==> src/rtl/lzc_stream.sv <==
// rtl/lzc_stream.sv - streaming leading-zero/leading-one counter over WORDS words of WIDTH bits.
// Optional ALLMATCH output enabled by defining LZC_ALLMATCH_EN.
module lzc_stream #(
   parameter int WIDTH = 8,
   parameter int WORDS = 4,
   localparam int CW = $clog2(WIDTH*WORDS+1)
) (
   input  logic             CLK,
   input  logic             RST_N,
   input  logic             IVALID,
   output logic             IREADY,
   input  logic [WIDTH-1:0] DATA,
   input  logic             MODE,
   output logic             OVALID,
   input  logic             OREADY,
`ifdef LZC_ALLMATCH_EN
   output logic             ALLMATCH,
`endif
   output logic [CW-1:0]    ZEROS
);

   localparam int CNTW = $clog2(WORDS+1);
   localparam logic [CW-1:0] TOTAL = CW'(WIDTH*WORDS);

   typedef enum logic [1:0] {IDLE, ACC, DONE} state_t;

   state_t          state;
   logic [CNTW-1:0] cnt;
   logic [CW-1:0]   acc;
   logic            mode_q;
   logic            found;
   logic            ready_q;
   logic            ovalid_q;
   logic            allmatch_q;

   logic            beat;
   logic            first;
   logic            cur_mode;
   logic            hit;
   logic [CW-1:0]   wcnt;
   logic [CW-1:0]   acc_next;
   logic            last;

   // The first word of a vector uses the live MODE; later words use the latched one.
   always_comb begin
      first    = (state != ACC);
      cur_mode = first ? MODE : mode_q;
      wcnt     = '0;
      hit      = 1'b0;
      for (int i = WIDTH-1; i >= 0; i--) begin
         if (!hit) begin
            if (DATA[i] == cur_mode) wcnt = wcnt + CW'(1);
            else                     hit  = 1'b1;
         end
      end
      acc_next = found ? acc : (acc + wcnt);
      last     = (cnt == CNTW'(WORDS-1));
   end

   assign IREADY = ready_q && ((state != DONE) || OREADY);
   assign beat   = IVALID && IREADY;
   assign OVALID = ovalid_q;
   assign ZEROS  = acc;
`ifdef LZC_ALLMATCH_EN
   assign ALLMATCH = allmatch_q;
`endif

   always_ff @(posedge CLK or negedge RST_N) begin
      if (!RST_N) begin
         state      <= IDLE;
         cnt        <= '0;
         acc        <= '0;
         mode_q     <= 1'b0;
         found      <= 1'b0;
         ready_q    <= 1'b0;
         ovalid_q   <= 1'b0;
         allmatch_q <= 1'b0;
      end else begin
         ready_q <= 1'b1;
         if (state == ACC) begin
            if (beat) begin
               acc   <= acc_next;
               found <= found | hit;
               cnt   <= cnt + CNTW'(1);
               if (last) begin
                  state      <= DONE;
                  ovalid_q   <= 1'b1;
                  allmatch_q <= (acc_next == TOTAL);
               end
            end
         end else if ((state == IDLE) || OREADY) begin
            // Releasing a result and starting the next vector can share one cycle.
            if (beat) begin
               mode_q <= MODE;
               acc    <= wcnt;
               found  <= hit;
               cnt    <= CNTW'(1);
               if (WORDS == 1) begin
                  state      <= DONE;
                  ovalid_q   <= 1'b1;
                  allmatch_q <= (wcnt == TOTAL);
               end else begin
                  state      <= ACC;
                  ovalid_q   <= 1'b0;
                  allmatch_q <= 1'b0;
               end
            end else begin
               state      <= IDLE;
               ovalid_q   <= 1'b0;
               allmatch_q <= 1'b0;
            end
         end
      end
   end

endmodule

==> config.mk <==
export PLATFORM = sky130hd
export DESIGN_NAME = lzc_stream
export DESIGN_NICKNAME = d
export VERILOG_FILES = /design/src/rtl/lzc_stream.sv
export SDC_FILE = /design/constraint.sdc
export NUM_CORES = 1
export LEC_CHECK = 0
export CAP_MARGIN = 25
export CORE_MARGIN = 2
export CORE_UTILIZATION = 40
export DETAILED_ROUTE_END_ITERATION = 7
export PLACE_DENSITY = 0.64
export SLEW_MARGIN = 20
export SYNTH_ARGS = -nofsm -noshare
export SYNTH_HDL_FRONTEND = slang
export SYNTH_SLANG_ARGS = --single-unit
==> constraint.sdc <==
create_clock -name CLK -period 13.44 [get_ports CLK]
set_input_delay 2.688 -clock CLK [delete_from_list [all_inputs] [get_ports CLK]]
set_output_delay 2.688 -clock CLK [all_outputs]
set_load 0.02 [all_outputs]
# Word-level counts from Yosys, hierarchy flattened
# Index checks and enable logic that the tools add are counted.
# word_totals
word_cells	97
inputBits	13
out_inout_bits	8
register_bits	15
# op_classes
n_eq_ne	16
bitwise	2
addsub	9
n_reduce_logical	10
n_mux	53
# op_table
cell	n
6-bit two-way mux	19
6-bit by 1-bit adder with 6-bit output (second input constant)	7
1-bit two-way mux	26
3-bit two-way mux	4
2-bit != test (second input constant)	5
3-bit AND reduction	3
1-bit equality test	8
2-bit two-way mux	4
6-bit adder	1
4-bit AND reduction	1
3-bit by 1-bit adder with 3-bit output (second input constant)	1
3-bit by 2-bit equality test with 1-bit output (second input constant)	1
2-bit by 1-bit equality test with 1-bit output (second input constant)	1
1-bit logical AND	2
2-bit logical NOT	1
1-bit logical OR	2
2-bit by 1-bit != test with 1-bit output (second input constant)	1
2-bit nonzero test	1
1-bit inverter	1
1-bit bitwise OR	1

# Depth between registers and ports, before layout
# Gate-level depths: netlist of run 1.
# logic_depth
ltp_word	29
ltp_mapped	33
ltp_nobuf	30

# Worst setup path after synthesis of run 1
# OpenSTA, ideal clock, no wires.
# synth_timing
path_type	input port to flip-flop
start	input port MODE
end	register acc[4], in the netlist ZEROS[4]
path_buffers	2
cell_stages	29
t_required_ns	13.314
arrival_ns	7.648
slack_ns	5.666
setup_time_ns	0.126
path_cell_list	mux2i_4 -> buf_6 -> o21ai_0 -> o22ai_1 -> ha_1 -> o21a_1 -> ha_1 -> nor2b_1 -> o21ai_0 -> and3_1 -> clkbuf_1 -> ha_1 -> mux2i_1 -> nor2_1 -> a21o_1 -> ha_1 -> mux2_2 -> nand2_1 -> nand2_1 -> ha_1 -> mux2_2 -> mux2_2 -> fa_1 -> a21o_1 -> a21oi_1 -> xor2_1 -> nor3_1 -> a21oi_1 -> o31ai_1
# synth_via
elab_chain_len	28
word_cells_on_any_way	50
classes_between	8 x add/sub; 8 x eq/ne; 34 x mux
# synth_lines
element	line	source
from (decl)	13	input logic MODE,
1-bit two-way mux (*)	47	cur_mode = first ? MODE : mode_q;
1-bit equality test	52	if (DATA[i] == cur_mode) wcnt = wcnt + CW'(1);
1-bit two-way mux	52	
6-bit by 1-bit adder with 6-bit output	52	
6-bit two-way mux	52	
6-bit two-way mux	51	if (!hit) begin
6-bit by 1-bit adder with 6-bit output	52	
6-bit two-way mux	52	
[12 not listed]	-	
6-bit two-way mux	51	
6-bit by 1-bit adder with 6-bit output	52	
6-bit two-way mux	52	
6-bit two-way mux (*)	51	
6-bit adder	56	acc_next = found ? acc : (acc + wcnt);
6-bit two-way mux	56	
6-bit two-way mux	81	if (beat) begin
6-bit two-way mux (*)	80	if (state == ACC) begin
to (signal assigned)	82	acc <= acc_next;
to (signal assigned)	95	acc <= wcnt;
to (decl)	29	logic [CW-1:0] acc;
# Every way passes the cells marked *; elsewhere a longest branch is shown, timed or not. The select of a mux whose other input is x is not followed.
# A chain may end at the register's enable or synchronous reset.

# Worst setup path after layout of run 1
# Ends and elaborated chain as after synthesis.

==> results.md, run 1 <==
* Worst VDD drop at 0.00009668 V
* Top cell type by total area after synthesis: dfrtp_1
* Critical path fanouts, max at 15
* Layout area overhead at 17.31%
* Net Sw Frac at 44.51%
* Largest family of logic cells by synthesized area: simple AND/OR/NAND/NOR gates
* Clk sink count at 14
* Setup Buffers After CTS at 0
* Flop pwr share at 22.8%
* Top-area cell type share of the netlist area at 22.86%
* Worst-Margin Slew at 0.6283 ns
* H-tree depth at 1
* GRT Util Overall at 16.16%
* XOR/XNOR Fraction of Synth Area at 5.714%
* Routability cong. at 0.8833
* Total die area at 0.004343 sq mm
* PD cells at 175.1 mW/mm^2
* Clock latency on the worst-skew pair at 0.25 ns
* Crit path required time at 13.57 ns
* Drt total wl at 3158 um
* Finished Cell Area at 0.001798 sq mm
* Worst slew margin at 56.92%
* First-pass GRT wire length at 5568 um
* Avg Cell Area, Syn at 7.983 sq um
* Number of global-route vias before repair at 1,257
* Async set or reset register ratio after synthesis at 100.0%
* Synth top cells by count: 20 x nand2_1, 17 x nor2_1, 15 x a21oi_1
* Crit path kind: primary input to register
* Place WS at 4.673 ns
* Share of layout cells above drive strength 1 at 7.212%
* Most frequent cell after synthesis: nand2_1
* CTS tree: yes
* Fin Clk Skew at 0.003660 ns
* Final period utilization at 63.39%
* Nets at 235
* Synth Instances at 192
* Vias per Instance at 5.410
* Row cnt at 22
* Starting Density at 41.87%
* Clk network pwr share at 12.8%
* Compound-gate portion of the synthesized area at 22.69%
* CTS root buf: clkbuf_8
* YS warnings at 0
* Total congestion overflow at 0
* Largest net degree at the start of global routing at 17
* #FFs+latches synth at 14
* Power consumption at 0.3147 mW
* Clock transition at path regs at 0.06 ns
* DP HPWL at 2517 um
* IO Pins at 21
* Fill cells at 365
* Initial drt markers at 40
* Logic pwr share at 64.4%
* Sequential share of the synthesized area at 22.86%
* WP data arrival at 8.65 ns
* Area after DPL at 0.001743 sq mm
* Hold Crit Class: register to register
* Worst hold slack at 0.4934 ns
* Mux cell area share after synthesis at 7.347%
* Final Hold Viols at 0
* Yosys cell types at 54
* Mapped Area at 0.001533 sq mm
* Commonest register cell after synthesis: dfrtp_1
* Fmax at 117.4 MHz
* Floorplan Core Area at 0.003661 sq mm
* Final Critical Period at 8.520 ns
* Max-Cap Viols at 0
* First-pass DRT Iterations at 4
* CTS Buf Count at 3
* RSZ-0062 raised after global routing: no
* Final WS setup at 4.920 ns
* Adder-cell area share of the yosys netlist at 11.10%
* Pleak at 0.8200 nW
* Max Buffers Root-to-Sink at 2
* Status: completed
* Number of flops mapped to enable cells by yosys at 0
* DRC at 0
* Detailed-route wire length per cell at 12.34 um
* Cts-stage hold buffer count at 0
* Antenna violations before repair at 0
* Internal power at 0.1747 mW
* Die W at 65.90 um
* Synth area leaders: dfrtp_1 23%, ha_1 9.8%, a21oi_1 4.9%
* Via count at 1,385
* N_diodes at 0
* Switch Pwr at 0.1401 mW
* Cells resized by post-CTS repair at 0
* Synth Area in Simple Gates at 24.57%
* Startpoint Class: primary input
* # setup viols final at 0
* Final slew viol count at 0
* CP Capture Type: register
* Post-route antenna net violation count at 0
* Die extent in y at 65.90 um
* PortBufs at 20
* Synth Net Count at 218
* Setup tns final at 0 ns
==> power groups by stage <==
stage | Combinational (mW) | Clock [mW] | Sequential, mW
detailed placement | 0.203 | 0 | 0.0723
floorplan | 0.151 | 0 | 0.0802
CTS | 0.204 | 0.0421 | 0.0718
global route | 0.230 | 0.0435 | 0.0740
finish | 0.203 | 0.0404 | 0.0716
global placement | 0.199 | 0 | 0.0724
==> cell type report <==
| type | instances | area [sq um] | area share (%) |
|---|---|---|---|
| Tap cell | 48 | 60.06 | 3.340 |
| Clock buffer | 4 | 55.05 | 3.062 |
| Inverter | 9 | 33.78 | 1.879 |
| Multi-Input combinational cell | 161 | 1099 | 61.10 |
| Timing Repair Buffer | 20 | 200.2 | 11.13 |
| Sequential cell | 14 | 350.3 | 19.49 |
==> worst max-delay path, stage by stage <==
cell             delay, ns
clkdlybuf4s50_1       0.47
mux2i_4               0.43
o21ai_0               0.17
o22ai_1               0.22
ha_1                  0.29
o21a_1                0.22
ha_1                  0.31
nor2b_1               0.12
o21ai_0               0.07
and3_1                0.23
ha_1                  0.32
mux2i_1               0.13
nor2_1                0.05
a21o_1                0.16
ha_1                  0.29
mux2_2                0.28
nand2_1               0.07
nand2_1               0.05
ha_1                  0.27
mux2_2                0.25
mux2_2                0.30
fa_1                  0.44
a21o_1                0.17
a21oi_1               0.18
xor2_1                0.17
nor3_1                0.06
a21oi_1               0.14
o31ai_1               0.08
==> placed cells by master (no fill, tap or decap), drive strengths merged, types with 2 or more instances in the layout <==
| cell | instances |
|---|---|
| nand2 | 20 |
| clkdlybuf4s50 | 20 |
| nor2 | 17 |
| o21ai | 16 |
| a21oi | 15 |
| dfrtp | 14 |
| ha | 12 |
| inv | 9 |
| nand3 | 9 |
| xnor2 | 6 |
| and3 | 5 |
| a21o | 5 |
| mux2 | 5 |
| nor3 | 5 |
| xor2 | 4 |
| clkbuf | 4 |
| mux2i | 4 |
| nor2b | 3 |
| nand2b | 2 |
| and2 | 2 |
| a31oi | 2 |
| nand3b | 2 |
| o211ai | 2 |
| o31ai | 2 |
| o21a | 2 |
| o22ai | 2 |
==> per-stage QoR <==
| stage | std cells | utilization [%] |
|---|---|---|
| final | 256 | 49.11 |
| after global placement | 252 | 47.61 |
| after CTS | 256 | 49.11 |
| after floorplan | 192 | - |
| after global routing | 256 | 49.11 |
| after detailed placement | 252 | 47.61 |
==> cell families (layout without fill, tap and decap cells) <==
group,count (synthesis),in the layout
flip-flops,14,14
AO/OA/AOI/OAI,55,55
adder cells (fa/ha/maj),13,13
multiplexers,9,9
other,1,1
XOR/XNOR,10,10
buffers and inverters,17,33
AND/OR/NAND/NOR,73,73
==> sequential cells by signal, indices dropped and copies added (netlist names) <==
register,flops
mode_q,1
state,2
ready_q,1
cnt,3
found,1
ZEROS,6
==> per-layer routing <==
metal | global-route usage [%] | routed length [um]
met5 | 0 | 0
met2 | 25.88 | 1465
met3 | 3.066 | 75
met4 | 2.344 | 0
met1 | 22.99 | 1617
==> path summary, 6_finish.rpt <==
path | startpoint | end | slack, ns | cells past startpoint
worst max register to register | state[1] | ZEROS[4] | 6.90 | 28
worst max-delay path | MODE | ZEROS[4] | 4.92 | 28
worst min register to register | cnt[2] | cnt[2] | 0.49 | 2
min in group asynchronous | RST_N | ZEROS[3] | 2.83 | 1
max in group asynchronous | RST_N | state[0] | 10.21 | 1
worst min-delay path | cnt[2] | cnt[2] | 0.49 | 2
Note: power is estimated with default switching activity, not from simulation.
==> run 2: changes to the inputs <==
clock period = 8 ns   (was 13.44 ns; I/O delays follow)
==> run 2 against run 1 <==
Effect of this change:
- core utilization did not move
- first-iteration DRC count increased by 2.5%
- flip-flop and latch count is the same
- clock skew up 0.0012 ns
- combinational power increased by 68%
- highest routed layer is now met4
- cell count is the same
- global-route usage up 0.31 points
- clock power is 74% higher
- setup slack got worse by 4.3 ns
- total power up 69%
- via count about the same
- routed wire length is 1.6% higher
==> results.md, run 2 (synthesized netlist as in run 1, its figures left out) <==
* Status: completed
* Worst Hold Depth at 2
* Fin Clk Skew at 0.004879 ns
* WP data arrival at 7.54 ns
* Nets at 235
* Share of layout cells above drive strength 1 at 7.212%
* Fmax at 135.0 MHz
* Row cnt at 22
* Post-route antenna net violation count at 0
* First-pass GRT wire length at 5733 um
* Cells resized by post-CTS repair at 0
* Final Hold Viols at 0
* RSZ-0062 raised after global routing: no
* Number of global-route vias before repair at 1,299
* Worst path max stage delay at 0.47 ns
* Met2 wire len at 1461 um
* Worst slew margin at 54.78%
* Vias per Instance at 5.406
* Met3 Wirelength at 64 um
* Routability cong. at 0.8093
* Crit path kind: primary input to register
* Post-Place Cells at 252
* GRT Util Overall at 16.47%
* Antenna violations before repair at 0
* Final WS setup at 0.5950 ns
* Via count at 1,384
* Commonest cells after routing, fill and taps aside: 20 x nand2_1, 20 x clkdlybuf4s50_1, 17 x nor2_1, 15 x a21oi_1
* Final period utilization at 92.56%
* N_diodes at 0
* Met1 Wirelength at 1664 um
* Drt total wl at 3207 um
* Pleak at 0.8200 nW
* Worst setup startpoint: MODE
* Worst Hold End: cnt[2]
* First-pass DRT Iterations at 4
* RR Endpoint: ZEROS[4]
* Die W at 65.90 um
* Max FFs per register at 6
* R2R Setup Slk at 1.47 ns
* CP Capture Type: register
* DP HPWL at 2540 um
* Startpoint Class: primary input
* Crit path required time at 8.13 ns
* Floorplan Core Area at 0.003661 sq mm
* Non-filler cells, final at 256
* Clk sink count at 14
* Crit path top cell by count: ha_1
* Clock transition at path regs at 0.06 ns
* Place WS at 0.3770 ns
* CTS root buf: clkbuf_8
* Detailed-route wire length per cell at 12.53 um
* Total die area at 0.004343 sq mm
* PD cells at 296.3 mW/mm^2
* Final slew viol count at 0
* Die extent in y at 65.90 um
* Critical Path Slowest Stage Cell: clkdlybuf4s50_1
* DRC at 0
* Starting Density at 41.87%
* Cts-stage hold buffer count at 0
* PortBufs at 20
* Max-Cap Viols at 0
* CTS Buf Count at 3
* Largest net degree at the start of global routing at 17
* Setup tns final at 0 ns
* Worst Reg-to-Reg Cells at 28
* Power consumption at 0.5327 mW
* IO Pins at 21
* Worst-Margin Slew at 0.6761 ns
* Reg2reg start: state[1]
* Max Buffers Root-to-Sink at 2
* Hold_sp: cnt[2]
* H-tree depth at 1
* CTS tree: yes
* Final Critical Period at 7.405 ns
* Worst VDD drop at 0.0001636 V
* Setup Buffers After CTS at 0
* Top routing layer used: met4
* Hold Crit Class: register to register
* Layout area overhead at 17.31%
* Initial drt markers at 41
* Clock latency on the worst-skew pair at 0.25 ns
* # setup viols final at 0
* Total congestion overflow at 0
* Critical path fanouts, max at 15
-- run 2: worst max-delay path: cells and delay by family --
kind / cells / cell delay [ns]
adders and majority gates: 6 / 1.92
muxes: 5 / 1.40
AOI/OAI and AO/OA: 9 / 1.39
and+or+nand+nor: 6 / 0.57
buffers and inverters: 1 / 0.47
xor gates and xnor gates: 1 / 0.16
-- run 2: metrics by stage --
stage	hold slack (ns)	cell area (sq um)	utilization (%)
floorplan	0.4498	1533	-
global placement	0.4779	1743	47.61
detailed placement	0.4844	1743	47.61
CTS	0.5021	1798	49.11
global route	0.5385	1798	49.11
finish	0.5059	1798	49.11
-- run 2: final cells by class --
class	instances	area (sq um)
clock buffer	4	55.05
tap	48	60.06
multi-input combinational	161	1099
fill	373	1863
sequential	14	350.3
timing repair buffer	20	200.2
inverter	9	33.78
-- run 2: worst max path at each step --
stage	to	slack (ns)	cells after the start
5_1_grt	ZEROS[4]	0.1	28
3_3_place_gp	ZEROS[4]	0.44	28
4_1_cts	ZEROS[4]	0.61	28
6_report	ZEROS[4]	0.60	28
3_5_place_dp	ZEROS[4]	0.38	28
2_1_floorplan	ZEROS[4]	1.31	29
-- run 2: power by group --
part           internal, mW  leakage [nW]  switching (mW)
registers            0.0976         0.169          0.0235
clock network        0.0436        0.0288          0.0267
logic                 0.152         0.622           0.189
total                 0.293         0.820           0.239
-- run 2: metal layers --
metal	global-route usage, %	vias up
li1	-	722
met1	22.37	645
met2	27.27	15
met3	3.578	2
met4	2.344	0
met5	0	-
==> run 3: changes to the inputs <==
CORE_UTILIZATION = 55   (was 40)
PLACE_DENSITY = 0.83   (was 0.64)
clock period = 7.7 ns   (was 8 ns; I/O delays follow)
==> run 3 against run 2 <==
Effect of this change:
- clock skew is essentially flat
- total power grew 3.2%
- sequential share of layout area grew 0.36 points
- cell count shrank 6.3%
- global-route usage grew 7.2 points
- largest power group unchanged
==> results.md, run 3 (synthesized netlist as in run 1, its figures left out) <==
* Critical path fanouts, max at 7
* Via count at 1,448
* Internal power at 0.2943 mW
* GRT Util Overall at 23.71%
* RR Endpoint: ZEROS[4]
* Worst setup startpoint: MODE
* Row cnt at 19
* RSZ-0062 raised after global routing: no
* Total congestion overflow at 0
* Status: completed
* CTS root buf: clkbuf_4
* Nets at 236
* Net Sw Frac at 46.46%
* Die extent in y at 56.79 um
* Startpoint Class: primary input
* Largest net degree at the start of global routing at 17
* Detailed-route wire length per cell at 14.51 um
* H-tree depth at 1
* Max Buffers Root-to-Sink at 2
* Cells resized by post-CTS repair at 0
* Flop pwr share at 22.9%
* R2R Setup Slk at 1.42 ns
* Initial drt markers at 83
* Setup tns final at 0 ns
* Max FFs per register at 6
* DP HPWL at 2699 um
* DRC at 0
* Cts-stage hold buffer count at 0
* Switch Pwr at 0.2555 mW
* Worst Reg-to-Reg Cells at 28
* Clock latency on the worst-skew pair at 0.29 ns
* IO Pins at 21
* Crit path required time at 7.88 ns
* Starting Density at 56.56%
* Final Critical Period at 7.043 ns
* Hold_sp: cnt[2]
* Total die area at 0.003225 sq mm
* # setup viols final at 0
* Final slew viol count at 0
* Post-route antenna net violation count at 0
* Worst Hold Depth at 2
* Worst Hold End: cnt[2]
* First-pass GRT wire length at 6147 um
* Pleak at 0.8169 nW
* Layout area overhead at 15.18%
* Clk sink count at 14
* CTS tree: yes
* Vias per Instance at 6.033
* Setup Buffers After CTS at 0
* CTS Buf Count at 3
* Drt total wl at 3483 um
* Worst VDD drop at 0.0002755 V
* Worst slew margin at 57.70%
* Number of global-route vias before repair at 1,430
* PortBufs at 20
* Clock transition at path regs at 0.09 ns
* Reg2reg start: state[1]
* Floorplan Core Area at 0.002710 sq mm
* Worst-Margin Slew at 0.6325 ns
* Place WS at 0.3634 ns
* Antenna violations before repair at 0
* PD cells at 311.4 mW/mm^2
* Commonest cells after routing, fill and taps aside: 20 x nand2_1, 20 x clkdlybuf4s50_1, 17 x nor2_1, 15 x a21oi_1
* Final Hold Viols at 0
* Logic pwr share at 67.3%
* Final period utilization at 91.46%
* Share of layout cells above drive strength 1 at 7.656%
* N_diodes at 0
* Max-Cap Viols at 0
* Crit path kind: primary input to register
* Fmax at 142.0 MHz
* Die W at 56.79 um
* Utilization after layout at 65.14%
* Hold Crit Class: register to register
* First-pass DRT Iterations at 4
* Final WS setup at 0.6573 ns
* Clk network pwr share at 9.8%
* Routability cong. at 0.8657
* Fin Clk Skew at 0.004563 ns
* CP Capture Type: register
* WP data arrival at 7.22 ns
[run 3: changes by cell type in the layout (fill, tap and decap cells not counted), sizes merged]
cell and delta:
buf +1
[run 3: worst max-delay path: stages]
cell and delay [ns]:
clkdlybuf4s50_1 0.47, mux2i_4 0.26, o21ai_0 0.14, o22ai_1 0.17
ha_1 0.28, o21a_1 0.22, ha_1 0.31, nor2b_1 0.11
o21ai_0 0.07, and3_1 0.22, ha_1 0.33, mux2i_1 0.13
nor2_1 0.05, a21o_1 0.15, ha_1 0.28, mux2_2 0.28
nand2_1 0.07, nand2_1 0.06, ha_1 0.28, mux2_2 0.26
mux2_2 0.31, fa_1 0.44, a21o_1 0.17, a21oi_1 0.18
xor2_1 0.17, nor3_1 0.06, a21oi_1 0.13, o31ai_1 0.08
[run 3: area by class of cell]
class                      count  area (sq um)
clock buffer                   4         36.28
inverter                       9         33.78
sequential                    14         350.3
tap                           31         38.79
multi-input combinational    161          1099
timing repair buffer          21         207.7
fill                         245         944.7
[run 3: metal layers]
metal	part of all wire [%]	vias up	GRT usage (%)
met1	45	671	29.64
met5	0	-	0
met4	1.5	0	9.302
li1	-	726	-
met2	50	45	41.53
met3	3.7	6	2.535
[run 3: through the flow]
step                cell area (sq um)  power (mW)  cells  hold slack (ns)
floorplan                        1533      0.4030    192           0.4498
global placement                 1729      0.4675    236           0.4674
detailed placement               1729      0.4897    236           0.4765
CTS                              1765      0.5488    240           0.4943
global route                     1765      0.5982    240           0.5086
finish                           1765      0.5498    240           0.4922
[run 3: power groups by stage]
stage	registers, mW	clock network, mW	logic (mW)
2_1_floorplan	0.140	0	0.263
3_3_place_gp	0.125	0	0.342
3_5_place_dp	0.126	0	0.364
4_1_cts	0.125	0.0549	0.369
5_1_grt	0.131	0.0570	0.411
6_report	0.126	0.0538	0.370
[run 3: worst max-delay path by stage]
stage	depth (start not counted)	end	slack, ns
floorplan	29	ZEROS[4]	1.07
finish	28	ZEROS[4]	0.66
global placement	28	ZEROS[4]	0.53
global route	28	ZEROS[4]	0.18
detailed placement	28	ZEROS[4]	0.36
CTS	28	ZEROS[5]	0.66
